`src/rtl/cu_pkg.sv`:
```
// Shared definitions for the multi-cycle control unit.
//   - opcode codes for the low three opcode bits
//   - FSM state encoding
//   - helper that marks the opcodes that run a memory transfer in EXEC
package cu_pkg;

    localparam logic [2:0] OP_R   = 3'd0;
    localparam logic [2:0] OP_MFI = 3'd1;
    localparam logic [2:0] OP_MW  = 3'd2;
    localparam logic [2:0] OP_MR  = 3'd3;
    localparam logic [2:0] OP_J   = 3'd4;
    localparam logic [2:0] OP_JCE = 3'd5;
    localparam logic [2:0] OP_MB  = 3'd6;
    localparam logic [2:0] OP_JCN = 3'd7;

    typedef enum logic [2:0] {
        ST_IDLE   = 3'd0,
        ST_FETCH  = 3'd1,
        ST_DECODE = 3'd2,
        ST_EXEC   = 3'd3,
        ST_WB     = 3'd4,
        ST_HALT   = 3'd5
    } state_e;

    function automatic logic is_mem_op(input logic [2:0] op);
        return (op == OP_MW) || (op == OP_MR);
    endfunction

endpackage

```
`src/rtl/cu_wait_timer.sv`:
```
// Memory-wait timer for the control unit.
//   clk, rst_n : clock, async active-low reset
//   clear      : force the count to 0 (any cycle not waiting on mem_ack)
//   tick       : one more cycle spent waiting without mem_ack
//   expired    : count has reached WAIT_MAX; constant 0 when WAIT_MAX = 0
module cu_wait_timer #(
    parameter int WAIT_MAX = 15
) (
    input  logic clk,
    input  logic rst_n,
    input  logic clear,
    input  logic tick,
    output logic expired
);

    generate
        if (WAIT_MAX == 0) begin : g_off
            logic unused_timer_inputs;
            assign unused_timer_inputs = clk ^ rst_n ^ clear ^ tick;
            assign expired = 1'b0;
        end else begin : g_on
            localparam int CW = $clog2(WAIT_MAX + 1);

            logic [CW-1:0] cnt_q, cnt_d;

            // Saturates at WAIT_MAX so a stalled clear can never wrap the count.
            always_comb begin
                cnt_d = cnt_q;
                if (clear) begin
                    cnt_d = '0;
                end else if (tick && (cnt_q != CW'(WAIT_MAX))) begin
                    cnt_d = cnt_q + CW'(1);
                end
            end

            always_ff @(posedge clk or negedge rst_n) begin
                if (!rst_n) begin
                    cnt_q <= '0;
                end else begin
                    cnt_q <= cnt_d;
                end
            end

            assign expired = (cnt_q == CW'(WAIT_MAX));
        end
    endgenerate

endmodule

```
`src/rtl/multicycle_control_unit.sv`:
```
// Multi-cycle control unit for the 8-bit processor: sequences FETCH/DECODE/EXEC,
// handshakes with instruction/data memory and the I/O port, resolves conditional
// jumps and traps illegal opcodes.
//   Inputs : clk, rst_n, en, instr_i[INSTR_W], mem_ack, eq_flag,
//            io_in_valid, io_out_ready
//   Outputs: mem_req, mem_we, addr_sel, rm, wr, sin, sout, j, jc, neq,
//            pc_inc, pc_load, ir_load, busy, illegal (sticky), timeout (sticky)
//
// state  | meaning
// IDLE   | stopped, waiting for en
// FETCH  | read instruction at PC; on mem_ack load IR and bump PC
// DECODE | latch opcode, trap illegal codes
// EXEC   | run the opcode, possibly waiting on I/O or memory handshake
// WB     | write back the word read by MR
// HALT   | trapped (illegal opcode or memory timeout); only reset leaves
module multicycle_control_unit
    import cu_pkg::*;
#(
    parameter int INSTR_W  = 8,
    parameter int OPCODE_W = 3,
    parameter int WAIT_MAX = 15
) (
    input  logic               clk,
    input  logic               rst_n,
    input  logic               en,
    input  logic [INSTR_W-1:0] instr_i,
    input  logic               mem_ack,
    input  logic               eq_flag,
    input  logic               io_in_valid,
    input  logic               io_out_ready,
    output logic               mem_req,
    output logic               mem_we,
    output logic               addr_sel,
    output logic               rm,
    output logic               wr,
    output logic               sin,
    output logic               sout,
    output logic               j,
    output logic               jc,
    output logic               neq,
    output logic               pc_inc,
    output logic               pc_load,
    output logic               ir_load,
    output logic               busy,
    output logic               illegal,
    output logic               timeout
);

    state_e              state_q, state_d;
    logic [OPCODE_W-1:0] op_q, op_d;
    logic                illegal_q, illegal_d;
    logic                timeout_q, timeout_d;

    logic [OPCODE_W-1:0] op_field;
    logic                op_field_illegal;
    logic [2:0]          op_low;
    logic                in_mem_wait;
    logic                wait_expired;
    state_e              state_after;

    assign op_field = instr_i[INSTR_W-1 -: OPCODE_W];
    assign op_low   = op_q[2:0];

    // Operand bits of the instruction are consumed by the datapath, not here.
    logic unused_instr_bits;
    assign unused_instr_bits = ^instr_i[INSTR_W-OPCODE_W-1:0];

    // Only codes 0..7 exist; any set bit above bit 2 is an illegal opcode.
    generate
        if (OPCODE_W > 3) begin : g_wide_op
            assign op_field_illegal = |op_field[OPCODE_W-1:3];
        end else begin : g_narrow_op
            assign op_field_illegal = 1'b0;
        end
    endgenerate

    assign in_mem_wait = (state_q == ST_FETCH) ||
                         ((state_q == ST_EXEC) && is_mem_op(op_low));

    // The count restarts whenever we are not waiting, so every entry into a
    // request state begins at zero.
    cu_wait_timer #(
        .WAIT_MAX (WAIT_MAX)
    ) u_wait_timer (
        .clk     (clk),
        .rst_n   (rst_n),
        .clear   (!in_mem_wait || mem_ack),
        .tick    (in_mem_wait && !mem_ack),
        .expired (wait_expired)
    );

    assign state_after = en ? ST_FETCH : ST_IDLE;

    always_ff @(posedge clk or negedge rst_n) begin
        if (!rst_n) begin
            state_q   <= ST_IDLE;
            op_q      <= '0;
            illegal_q <= 1'b0;
            timeout_q <= 1'b0;
        end else begin
            state_q   <= state_d;
            op_q      <= op_d;
            illegal_q <= illegal_d;
            timeout_q <= timeout_d;
        end
    end

    always_comb begin
        state_d   = state_q;
        op_d      = op_q;
        illegal_d = illegal_q;
        timeout_d = timeout_q;
        case (state_q)
            ST_IDLE: begin
                if (en) state_d = ST_FETCH;
            end
            ST_FETCH: begin
                // An ack in the expiry cycle still completes the transfer.
                if (mem_ack) begin
                    state_d = ST_DECODE;
                end else if (wait_expired) begin
                    state_d   = ST_HALT;
                    timeout_d = 1'b1;
                end
            end
            ST_DECODE: begin
                op_d = op_field;
                if (op_field_illegal) begin
                    state_d   = ST_HALT;
                    illegal_d = 1'b1;
                end else begin
                    state_d = ST_EXEC;
                end
            end
            ST_EXEC: begin
                case (op_low)
                    OP_R:   if (io_out_ready) state_d = state_after;
                    OP_MFI: if (io_in_valid)  state_d = state_after;
                    OP_MW, OP_MR: begin
                        if (mem_ack) begin
                            state_d = (op_low == OP_MR) ? ST_WB : state_after;
                        end else if (wait_expired) begin
                            state_d   = ST_HALT;
                            timeout_d = 1'b1;
                        end
                    end
                    default: state_d = state_after;
                endcase
            end
            ST_WB:   state_d = state_after;
            ST_HALT: state_d = ST_HALT;
            default: state_d = ST_IDLE;
        endcase
    end

    always_comb begin
        mem_req  = 1'b0;
        mem_we   = 1'b0;
        addr_sel = 1'b0;
        rm       = 1'b0;
        wr       = 1'b0;
        sin      = 1'b0;
        sout     = 1'b0;
        j        = 1'b0;
        jc       = 1'b0;
        neq      = 1'b0;
        pc_inc   = 1'b0;
        pc_load  = 1'b0;
        ir_load  = 1'b0;
        case (state_q)
            ST_FETCH: begin
                mem_req = 1'b1;
                ir_load = mem_ack;
                pc_inc  = mem_ack;
            end
            ST_EXEC: begin
                case (op_low)
                    OP_R:   sout = 1'b1;
                    OP_MFI: begin
                        sin = 1'b1;
                        wr  = io_in_valid;
                    end
                    OP_MW: begin
                        mem_req  = 1'b1;
                        mem_we   = 1'b1;
                        addr_sel = 1'b1;
                    end
                    OP_MR: begin
                        mem_req  = 1'b1;
                        rm       = 1'b1;
                        addr_sel = 1'b1;
                    end
                    OP_J: begin
                        j       = 1'b1;
                        pc_load = 1'b1;
                    end
                    OP_JCE: begin
                        jc      = 1'b1;
                        pc_load = eq_flag;
                    end
                    OP_MB:  wr = 1'b1;
                    OP_JCN: begin
                        jc      = 1'b1;
                        neq     = 1'b1;
                        pc_load = ~eq_flag;
                    end
                    default: ;
                endcase
            end
            ST_WB: begin
                rm = 1'b1;
                wr = 1'b1;
            end
            default: ;
        endcase
    end

    assign busy    = (state_q != ST_IDLE) && (state_q != ST_HALT);
    assign illegal = illegal_q;
    assign timeout = timeout_q;

endmodule

```
`config.mk`:
```
export PLATFORM = sky130hd
export DESIGN_NAME = multicycle_control_unit
export DESIGN_NICKNAME = d
export VERILOG_FILES = /design/src/rtl/cu_pkg.sv /design/src/rtl/cu_wait_timer.sv /design/src/rtl/multicycle_control_unit.sv
export SDC_FILE = /design/constraint.sdc
export NUM_CORES = 1
export LEC_CHECK = 0
export CAP_MARGIN = 15
export CORE_MARGIN = 2
export CORE_UTILIZATION = 38
export DETAILED_ROUTE_END_ITERATION = 6
export MAX_ROUTING_LAYER = met4
export PLACE_DENSITY_LB_ADDON = 0.08
export SLEW_MARGIN = 20
export SYNTH_ARGS = -nofsm -noshare
export SYNTH_HDL_FRONTEND = slang
export SYNTH_HIERARCHICAL = 1
export SYNTH_SLANG_ARGS = --single-unit
```
`constraint.sdc`:
```
create_clock -name clk -period 1.49 [get_ports clk]
set_input_delay 0.447 -clock clk [delete_from_list [all_inputs] [get_ports clk]]
set_output_delay 0.447 -clock clk [all_outputs]
set_load 0.01 [all_outputs]
```
After elaboration in Yosys (flattened, before gate mapping)
Cells that the tools add are included.
- add/sub/neg operators: 1
- eq/ne operators: 19
- mux-type cells: 38
- bitwise operators: 1
- reductions and logical operators: 18
- operators by type and width (kind ; number):
    $mux W1 ; 21
    $mux W3 ; 7
    $eq A3 B3 Y1 const B ; 6
    $pmux W3 S6 ; 1
    $eq A3 B2 Y1 const B ; 4
    $pmux W1 S2 ; 5
    $ne A3 B3 Y1 const B ; 3
    $pmux W3 S3 ; 1
    $mux W4 ; 2
    $eq A3 B1 Y1 const B ; 2
    $logic_not A3 Y1 ; 2
    $add A4 B1 Y4 const B ; 1
    $eq A4 B4 Y1 const B ; 1
    $logic_and A1 B1 Y1 ; 4
    $ne A2 B2 Y1 const B ; 2
    $ne A4 B4 Y1 const B ; 1
    $reduce_bool A2 Y1 ; 2
    $reduce_or A2 Y1 ; 2
    $logic_or A1 B1 Y1 ; 3
    $pmux W1 S3 ; 1
    $reduce_and A3 Y1 ; 1
    $reduce_bool A3 Y1 ; 1
    $logic_not A1 Y1 ; 2
    $reduce_and A2 Y1 ; 1
    $not A1 Y1 ; 1
- register bits after elaboration: 11
- bits of input ports: 15
- output and inout bits: 16
- logic and storage cells: 81

Longest topological paths before layout
Gate-level depths: netlist (run 1).
- depth in word-level cells: 8
- depth in mapped cells: 7

Cells and area by module
Netlist (run 1), hierarchy kept.
- modules (own cells, without submodules) (module ; instances ; cells an instance ; area each (um^2) ; seq. area each (um^2)):
    multicycle_control_unit ; 1 ; 63 ; 565.5 ; 175.2
    cu_wait_timer ; 1 ; 20 ; 229.0 ; 100.1

Worst setup path before layout (run 1)
No wires, ideal clock.
- path kind: register to output
- start point: register state_q[1]
- end point: output port mem_we
- arrival: 1.316 ns
- required time: 1.043 ns
- slack: -0.273 ns
- stages on the path, launching flop included: 6
- path buffers: 1
- cell sequence: dfrtp_1 buf_6 nor2b_4 nand2_1 nor3b_1 and2_1
- cells in the longest elaborated chain, start to end: 2
- RTL lines (item ; line ; text):
    start: declaration ; multicycle_control_unit.sv:49 ; state_e state_q, state_d;
    start signal: assignment ; multicycle_control_unit.sv:101 ; state_q <= state_d;
    $eq A3 B2 Y1 ; multicycle_control_unit.sv:170 ; case (state_q)
    $mux W1 ; multicycle_control_unit.sv:170 ;
    end: declaration ; multicycle_control_unit.sv:32 ; output logic mem_we,
No other way between the ends.

Worst setup path in the final report (run 1)
- start point: register state_q[2]
- end point: output port wr
- cells in the longest elaborated chain, start to end: 2
- elaborated cells on any way between the ends: 3
- classes of those cells: eq/ne: 2; mux: 1
- RTL lines (item ; line ; text):
    $eq A3 B3 Y1 / $eq A3 B2 Y1 (equally long branches) ; multicycle_control_unit.sv:170 ;
    $pmux W1 S2 * ; multicycle_control_unit.sv:170 ;
    end: declaration ; multicycle_control_unit.sv:35 ; output logic wr,
Every way passes the cells marked *; elsewhere a longest branch is shown, timed or not.

==> impl_metrics.ini, run 1 <==
[final_layout]
fillCellCount = 164
synthToLayoutAreaGrowth_pct = 76.2
regArea_um2 = 277
final_common_cell = buf_4
drive_gt1_share_pct = 60.6
layout_common_cells = 25 x buf_4, 12 x buf_2, 10 x dfrtp_1, 9 x buf_6, 7 x clkdlybuf4s50_1
diodes = 0
fin_nets = 154
stdcell_area_mm2 = 0.00140
multi_input_area_um2 = 604

[pwr]
p_clk_share_pct = 8.6
peakVddDrop_mv = 1.19
pwr-share-comb_pct = 72.5
power_leakage_nw = 0.674
intPower_mw = 1.41
switching_share_pct = 40.5
powerDensity_mw_per_mm2 = 1700
power.total_mw = 2.38
seqPwrFrac_pct = 19.0
p_switching_mw = 0.963

[grt]
grt_max_degree = 12
antenna_found_initial = 0
grt_first_pass_wirelength_um = 3330
grt_overflow = 0
first_global_vias = 765
track_usage_pct = 18.8

[worst_setup_path]
end_kind = output pin
path_delay_family = simple AND/OR/NAND/NOR gates
r2r_start = state_q[2]$_DFFE_PN0P_
ff2ff_path_depth = 8
path_max_fanout = 3
path_class = flip-flop to output pin
cp_num_buf_inv = 2
critPathSlowestCell = dfrtp_1
crit_arrival_ns = 1.50
path_depth = 5
critPathLaunchType = flip-flop
reg2reg_slack_ns = -0.38
critPathCapture = wr
slowest_delay_ns = 0.41
critPathLaunch = state_q[2]$_DFFE_PN0P_
worstPathCellList = buf_6 -> or2b_1 -> or2_4 -> o21ai_1 -> buf_2
worstReg2RegEnd = u_wait_timer/g_on.cnt_q[0]$_DFFE_PN0P_
required_ns = 1.04

[logic_synthesis]
synth_top_area_share_pct = 34.6
synthFlopType = dfrtp_1
synth_nets = 99
synth-edff-count = 0
seq_area_frac_synth_pct = 34.6
synth.avg_cell_area_um2 = 9.57
synth_area_leaders = dfrtp_1 35%, o21ai_0 3.8%, nor2b_4 3.5%
ys_ff_latch = 11
synth_area_leader_cell = dfrtp_1
synth_cells = 83
ys_types = 43
syn_area_um2 = 795
synth.yosys.warnings = 6
async_reset_ff_share_pct = 100

[place]
dpl_worst_slack_ns = -0.880
hpwlAfterDp_um = 1400
postPlaceCellArea_mm2 = 0.00119
gp_congestion = 0.842
portBuffers = 24

[routing]
first_pass_iters = 4
via_count = 803
route.detailed.drc = 0
antenna_left = 0
viasPerCell = 4.90
drtIter0Drc = 9
wirelength_um = 2070
wl_per_cell_um = 12.6

[timing]
fin_ws_ns = -0.454
min_period_ns = 1.94
timing.fmax_mhz = 514
slew_viol_final = 0
rsz0062_at_grt = true
setup_violations = 24
post-route-period-util_pct = 130
final.setup_skew_ns = 0.00687
hold_viol_final = 0

[clock_tree]
cts_max_level = 1
clk_pin_slew_ns = 0.07
holdBufCountCts = 0
cts_buffer_depth = 2
cts_buffers = 3
numClockSinks = 11
cts_tree = built
clk_latency_ns = 0.27
root_buffer = clkbuf_4

[run_status]
violations = setup timing
status = finished with violations

[floorplanning]
die_h_um = 49.7
die_x_um = 49.7
die_area_mm2 = 0.00247
io_pins = 31
start_util_pct = 40.5
num_rows = 16
core-area_mm2 = 0.00196

[worst_hold_path]
hold_class = flip-flop to flip-flop
min-delay-start = timeout$_DFFE_PN0P_

[job]
drv_cap = 0
[timing repair]
item,in CTS,in global routing
gates cloned,0,0
pin swaps,16,5
gates resized for setup,80,20
endpoints found under the setup margin,23,22
buffers inserted,7,6
[cell type report]
type                            count  share of cell area (%)
Tap cell                           27                    2.41
Multi-Input combinational cell     63                    43.2
Inverter                            3                   0.983
Sequential cell                    11                    19.7
Clock buffer                        4                    1.88
Timing Repair Buffer               56                    31.8
[power groups by stage]
stage	Clock [mW]	Combinational [mW]	Sequential, mW
after floorplan	0	0.770	0.437
after global placement	0	1.31	0.445
after detailed placement	0	1.31	0.447
after CTS	0.215	1.46	0.447
after global routing	0.231	1.86	0.466
final	0.204	1.72	0.451
[cells by family (layout without fill, tap and decap cells)]
group / Yosys count / in the layout / synth area share (%)
AOI/OAI and AO/OA: 18 / 18 / 16.2
xor gates and xnor gates: 1 / 1 / 1.10
adders and majority gates: 1 / 1 / 1.57
buffers and inverters: 9 / 63 / 7.40
DFF: 11 / 11 / 34.6
muxes: 5 / 5 / 7.40
other: 1 / 1 / 0.472
and+or+nand+nor: 37 / 37 / 31.2
[per-stage QoR]
| step | hold slack (ns) | instances | setup TNS, ns | util (%) |
|---|---|---|---|---|
| after floorplan | 0.151 | 83 | -0.659 | - |
| after global placement | 0.438 | 148 | -9.91 | 60.6 |
| final | 0.454 | 164 | -6.60 | 71.4 |
| after CTS | 0.455 | 159 | -6.14 | 64.9 |
| after global routing | 0.462 | 164 | -8.17 | 71.4 |
| after detailed placement | 0.445 | 148 | -9.98 | 60.6 |
[sequential cells by signal, indices dropped and copies added, names as in the netlist]
| register | flops |
|---|---|
| state_q | 3 |
| op_low | 3 |
| timeout | 1 |
| u_wait_timer/g_on.cnt_q | 4 |
[layer usage]
metal	global-route usage, %	part of all wire (%)	vias up
li1	-	-	400
met1	21.6	41	382
met2	30.0	53	16
met3	6.67	4.4	5
met4	6.94	1.4	0
met5	-	0	-
[worst min-delay path by stage]
stage,slack [ns],to,cells after the start
after floorplan,0.15,op_low[0]$_DFFE_PN0P_,0
after global placement,0.44,timeout$_DFFE_PN0P_,1
after detailed placement,0.45,timeout$_DFFE_PN0P_,1
after CTS,0.45,timeout$_DFFE_PN0P_,1
after global routing,0.46,state_q[0]$_DFFE_PN0P_,2
final,0.45,timeout$_DFFE_PN0P_,1
[cell usage after synthesis, drive strengths merged, types with 2 or more instances]
cell    instances
nor3            3
nor2b           4
nand3           3
dfrtp          11
a21o            2
buf             6
a21oi           3
o21ai           6
o22ai           2
and2            2
nor4            2
nor2            3
mux2            4
or2             2
nand2           4
nand2b          5
inv             3
nand3b          2
Power figures use the tool's default switching activity.
==> run 2: changes to the inputs <==
Settings changed: CTS_BUF_LIST set to sky130_fd_sc_hd__clkbuf_8 sky130_fd_sc_hd__clkbuf_16.
==> run 2 against run 1 <==
  * The flow still finishes with violations (setup timing)
  * Wire length increased by 5.3%
  * Clock power increased by 43%
  * Non-clock buffer count increased by 2
==> impl_metrics.ini, run 2 (synthesis gave the netlist of run 1 again) <==
[timing]
min_period_ns = 1.91
setup_violations = 22
fin_ws_ns = -0.421
hold_viol_final = 0
timing.fmax_mhz = 523
final.setup_skew_ns = 0.00392
rsz0062_at_grt = true
hold_ws_ns = 0.449
slew_viol_final = 0
post-route-period-util_pct = 128

[pwr]
power_leakage_nw = 0.692
peakVddDrop_mv = 1.13
power.total_mw = 2.50
powerDensity_mw_per_mm2 = 1750

[grt]
track_usage_pct = 19.2
first_global_vias = 782
grt_first_pass_wirelength_um = 3460
grt_overflow = 0
antenna_found_initial = 0
grt_max_degree = 12

[worst_hold_path]
hold_class = flip-flop to flip-flop
min-delay-start = timeout$_DFFE_PN0P_
holdPathStages = 1
holdPathEnd = timeout$_DFFE_PN0P_

[floorplanning]
start_util_pct = 40.5
die_x_um = 49.7
io_pins = 31
core-area_mm2 = 0.00196
die_h_um = 49.7
num_rows = 16
die_area_mm2 = 0.00247

[worst_setup_path]
slowest_delay_ns = 0.40
cp_num_buf_inv = 2
path_delay_family = simple AND/OR/NAND/NOR gates
ff2ff_path_depth = 8
critPathLaunchType = flip-flop
r2r_start = state_q[2]$_DFFE_PN0P_
path_class = flip-flop to output pin
reg2reg_slack_ns = -0.37
worstPathCellList = buf_6 -> or2b_1 -> or2_4 -> o21ai_1 -> buf_2
end_kind = output pin
critPathSlowestCell = dfrtp_1
required_ns = 1.04
path_max_fanout = 3
worstReg2RegEnd = u_wait_timer/g_on.cnt_q[0]$_DFFE_PN0P_
crit_arrival_ns = 1.46

[final_layout]
largest_reg_flops = 4
synthToLayoutAreaGrowth_pct = 80.0
fin_util_pct = 72.9
final_common_cell = buf_4
diodes = 0
fin_cells = 166
drive_gt1_share_pct = 60.4
fin_nets = 156
regMostFlops = u_wait_timer/g_on.cnt_q
stdcell_area_mm2 = 0.00143
layout_common_cells = 26 x buf_4, 12 x buf_2, 10 x dfrtp_1, 10 x buf_6, 7 x clkdlybuf4s50_1

[clock_tree]
cts_buffer_depth = 2
cts_buffers = 3
clk_pin_slew_ns = 0.05
numClockSinks = 11
clk_latency_ns = 0.24
cts_max_level = 1
root_buffer = clkbuf_8
holdBufCountCts = 0
cts_tree = built

[place]
postPlaceCellArea_mm2 = 0.00119
hpwlAfterDp_um = 1400
portBuffers = 24
gp_congestion = 0.842
dpl.cell_count = 148

[run_status]
status = finished with violations
violations = setup timing

[routing]
viasPerCell = 4.90
route.detailed.drc = 0
via_count = 813
first_pass_iters = 3
wl_per_cell_um = 13.1
antenna_left = 0
drtIter0Drc = 3
wirelength_um = 2180

[job]
drv_cap = 0
==> run 2: cell types whose count changed in the layout (fill, tap and decap cells not counted) <==
cell | previous run | this run
clkbuf_4 | 3 | 0
clkbuf_8 | 0 | 3
buf_4 | 25 | 26
buf_6 | 9 | 10
clkbuf_1 | 1 | 0
inv_1 | 2 | 3
nand2_1 | 2 | 3
nand2_4 | 1 | 0
==> run 2: repair_timing <==
| action | 4_1_cts | 5_1_grt |
|---|---|---|
| pin swaps | 14 | 4 |
| setup endpoints to repair | 23 | 22 |
| setup buffers | 11 | 4 |
| gates resized for setup | 81 | 18 |
==> run 2: routing by layer <==
layer / wire length (µm) / track usage (%) / part of all wire (%)
met4: 19 / 6.02 / 0.87
met1: 917 / 22.6 / 42
met2: 1150 / 30.7 / 53
met3: 92 / 6.67 / 4.2
met5: 0 / - / 0
==> run 2: final cells by class <==
class / instances / area [µm²]
Clock buffer: 3 / 41.3
Sequential cell: 11 / 277
Multi-Input combinational cell: 63 / 597
Clock inverter: 1 / 3.75
Fill cell: 163 / 532
Inverter: 3 / 13.8
Timing Repair Buffer: 58 / 464
Tap cell: 27 / 33.8
==> run 2: where the power goes <==
part           switching, mW  leakage, nW  internal, mW
registers             0.0808        0.142         0.381
clock network          0.111       0.0269         0.181
logic                  0.788        0.523         0.962
==> run 2: worst max path at each step <==
stage                                      start                                      to  slack (ns)  cells past startpoint
after detailed placement             io_in_valid                                      wr       -0.88                      5
final                     state_q[2]$_DFFE_PN0P_                                      wr       -0.42                      5
after global placement               io_in_valid                                      wr       -0.83                      5
after CTS                 state_q[2]$_DFFE_PN0P_                                      rm       -0.41                      5
after global routing      state_q[2]$_DFFE_PN0P_                                      wr       -0.48                      5
after floorplan            op_low[2]$_DFFE_PN0P_  u_wait_timer/g_on.cnt_q[0]$_DFFE_PN0P_       -0.13                      6
==> run 2: metrics by stage <==
step	TNS, ns	setup slack (ns)
detailed placement	-9.98	-0.880
CTS	-5.51	-0.409
floorplan	-0.659	-0.134
finish	-6.10	-0.421
global route	-7.45	-0.475
global placement	-9.91	-0.834
==> run 2: worst register-to-register path, cell delays in order (launching register included) <==
cell      delay [ns]
dfrtp_1         0.41
buf_6           0.14
buf_4           0.13
nand2b_4        0.13
buf_4           0.13
a211o_4         0.28
inv_4           0.07
nor2b_4         0.16
mux2_4          0.30
==> run 3: changes to the inputs <==
Settings changed: TNS_END_PERCENT set to 10.
==> run 3 against run 2 <==
  * The flow still finishes with violations (setup timing)
  * Flip-flop and latch count unchanged
  * Clock-buffer cell count unchanged
  * Largest power group unchanged
  * Sequential share of layout area up 2.4 points
  * Final cell count down 6.0%
  * Via count down 5.4%
  * Wire length about the same
  * First-iteration DRC count up 33%
==> impl_metrics.ini, run 3 (synthesis gave the netlist of run 1 again) <==
[run_status]
status = finished with violations
violations = setup timing

[clock_tree]
clk_latency_ns = 0.24
root_buffer = clkbuf_8
numClockSinks = 11
cts_max_level = 1
holdBufCountCts = 0
cts_tree = built
cts_buffers = 3
clk_pin_slew_ns = 0.05
cts_buffer_depth = 2

[final_layout]
regMostFlops = u_wait_timer/g_on.cnt_q
largest_reg_flops = 4
diodes = 0
fin_nets = 146
synthToLayoutAreaGrowth_pct = 60.6
fin_cells = 156
final_common_cell = buf_4
drive_gt1_share_pct = 52.7
layout_common_cells = 21 x buf_4, 13 x buf_2, 9 x dfrtp_1, 7 x clkdlybuf4s50_1, 4 x o21ai_0

[timing]
fin_ws_ns = -0.374
final.setup_skew_ns = 0.00806
setup_violations = 24
rsz0062_at_grt = true
hold_ws_ns = 0.458
post-route-period-util_pct = 125
min_period_ns = 1.86
timing.fmax_mhz = 536
hold_viol_final = 0
slew_viol_final = 0

[grt]
antenna_found_initial = 0
grt_max_degree = 12
track_usage_pct = 21.1
first_global_vias = 805
grt_overflow = 0
met3_usage_pct = 5.76
top_usage_layer = met2
met2_usage_pct = 36.4
grt_first_pass_wirelength_um = 3820
met1_usage_pct = 24.4

[worst_setup_path]
crit_arrival_ns = 1.42
path_delay_family = simple AND/OR/NAND/NOR gates
path_max_fanout = 5
cp_num_buf_inv = 1
path_class = flip-flop to output pin
critPathLaunchType = flip-flop
critPathSlowestCell = dfrtp_2
critPathLaunch = state_q[2]$_DFFE_PN0P_
reg2reg_slack_ns = -0.36
slowest_delay_ns = 0.44
ff2ff_path_depth = 7
end_kind = output pin
required_ns = 1.04
r2r_start = state_q[2]$_DFFE_PN0P_
critPathCapture = mem_we
worstPathCellList = nor2b_4 -> nand2_4 -> nor3b_2 -> and2_1 -> buf_2
worstReg2RegEnd = u_wait_timer/g_on.cnt_q[0]$_DFFE_PN0P_
path_depth = 5

[pwr]
seqPwrFrac_pct = 21.0
switching_share_pct = 39.6
p_switching_mw = 0.883
p_clk_share_pct = 13.1
peakVddDrop_mv = 1.06
intPower_mw = 1.35
power_leakage_nw = 0.622
pwr-share-comb_pct = 65.8
powerDensity_mw_per_mm2 = 1750

[routing]
wl_per_cell_um = 13.9
drtIter0Drc = 4
via_count = 769
viasPerCell = 4.93
antenna_left = 0
first_pass_iters = 4
route.detailed.drc = 0
wirelength_um = 2180

[worst_hold_path]
hold_class = flip-flop to flip-flop

[floorplanning]
start_util_pct = 40.5
die_area_mm2 = 0.00247
io_pins = 31
num_rows = 16
die_x_um = 49.7
core-area_mm2 = 0.00196
die_h_um = 49.7

[place]
dpl.cell_count = 150
portBuffers = 24
gp_congestion = 0.832
hpwlAfterDp_um = 1630

[job]
drv_cap = 0
-- run 3: changes by cell type in the layout (fill, tap and decap cells not counted), sizes merged --
cell	delta
buf	-11
clkdlybuf4s15	+1
-- run 3: layout make-up --
type / instances / area [µm²]
clock buffers: 3 / 41.3
clock inverters: 1 / 3.75
fillers: 170 / 686
inverters: 3 / 13.8
multi-input cells: 63 / 542
flip-flops and latches: 11 / 278
well taps: 27 / 33.8
repair buffers: 48 / 364
-- run 3: how the worst min path moves through the flow --
stage                         from               endpoint  slack, ns  cells past startpoint
2_1_floorplan                rst_n  op_low[0]$_DFFE_PN0P_       0.15                      0
3_3_place_gp   timeout$_DFFE_PN0P_    timeout$_DFFE_PN0P_       0.44                      1
3_5_place_dp   timeout$_DFFE_PN0P_    timeout$_DFFE_PN0P_       0.45                      1
4_1_cts        timeout$_DFFE_PN0P_    timeout$_DFFE_PN0P_       0.46                      1
5_1_grt        timeout$_DFFE_PN0P_    timeout$_DFFE_PN0P_       0.47                      1
6_report       timeout$_DFFE_PN0P_    timeout$_DFFE_PN0P_       0.46                      1
-- run 3: timing repair --
item                       in CTS  in global routing
pin swaps                       6                  1
buffers inserted                2                  0
setup endpoints to repair      23                 24
gates resized for setup        75                  6
-- run 3: per-layer routing --
metal	routed length, µm	up-vias
li1	-	384
met1	942	364
met2	1120	17
met3	93	4
met4	21	0
met5	0	-
-- run 3: power by group through the flow --
stage / clock [mW] / combinational (mW) / sequential (mW)
after floorplan: 0 / 0.765 / 0.437
after global routing: 0.321 / 1.59 / 0.483
after global placement: 0 / 1.34 / 0.447
after detailed placement: 0 / 1.36 / 0.448
after CTS: 0.301 / 1.42 / 0.468
final: 0.293 / 1.47 / 0.469
-- run 3: per-stage QoR --
step	util (%)	total power, mW	setup TNS (ns)	setup slack [ns]	area, µm²
finish	65.1	2.23	-5.34	-0.374	1280
floorplan	-	1.20	-0.723	-0.134	810
global placement	61.2	1.78	-9.72	-0.836	1200
global route	65.1	2.39	-6.92	-0.430	1280
detailed placement	61.2	1.81	-10.27	-0.958	1200
CTS	64.0	2.19	-5.52	-0.395	1260
-- run 3: worst register-to-register path, stage by stage, from the launching register on --
cell and delay, ns:
dfrtp_2 0.44, buf_4 0.16, nand2b_4 0.15, buf_4 0.14, a211o_4 0.33, inv_4 0.07, nor2b_4 0.15, mux2_4 0.30
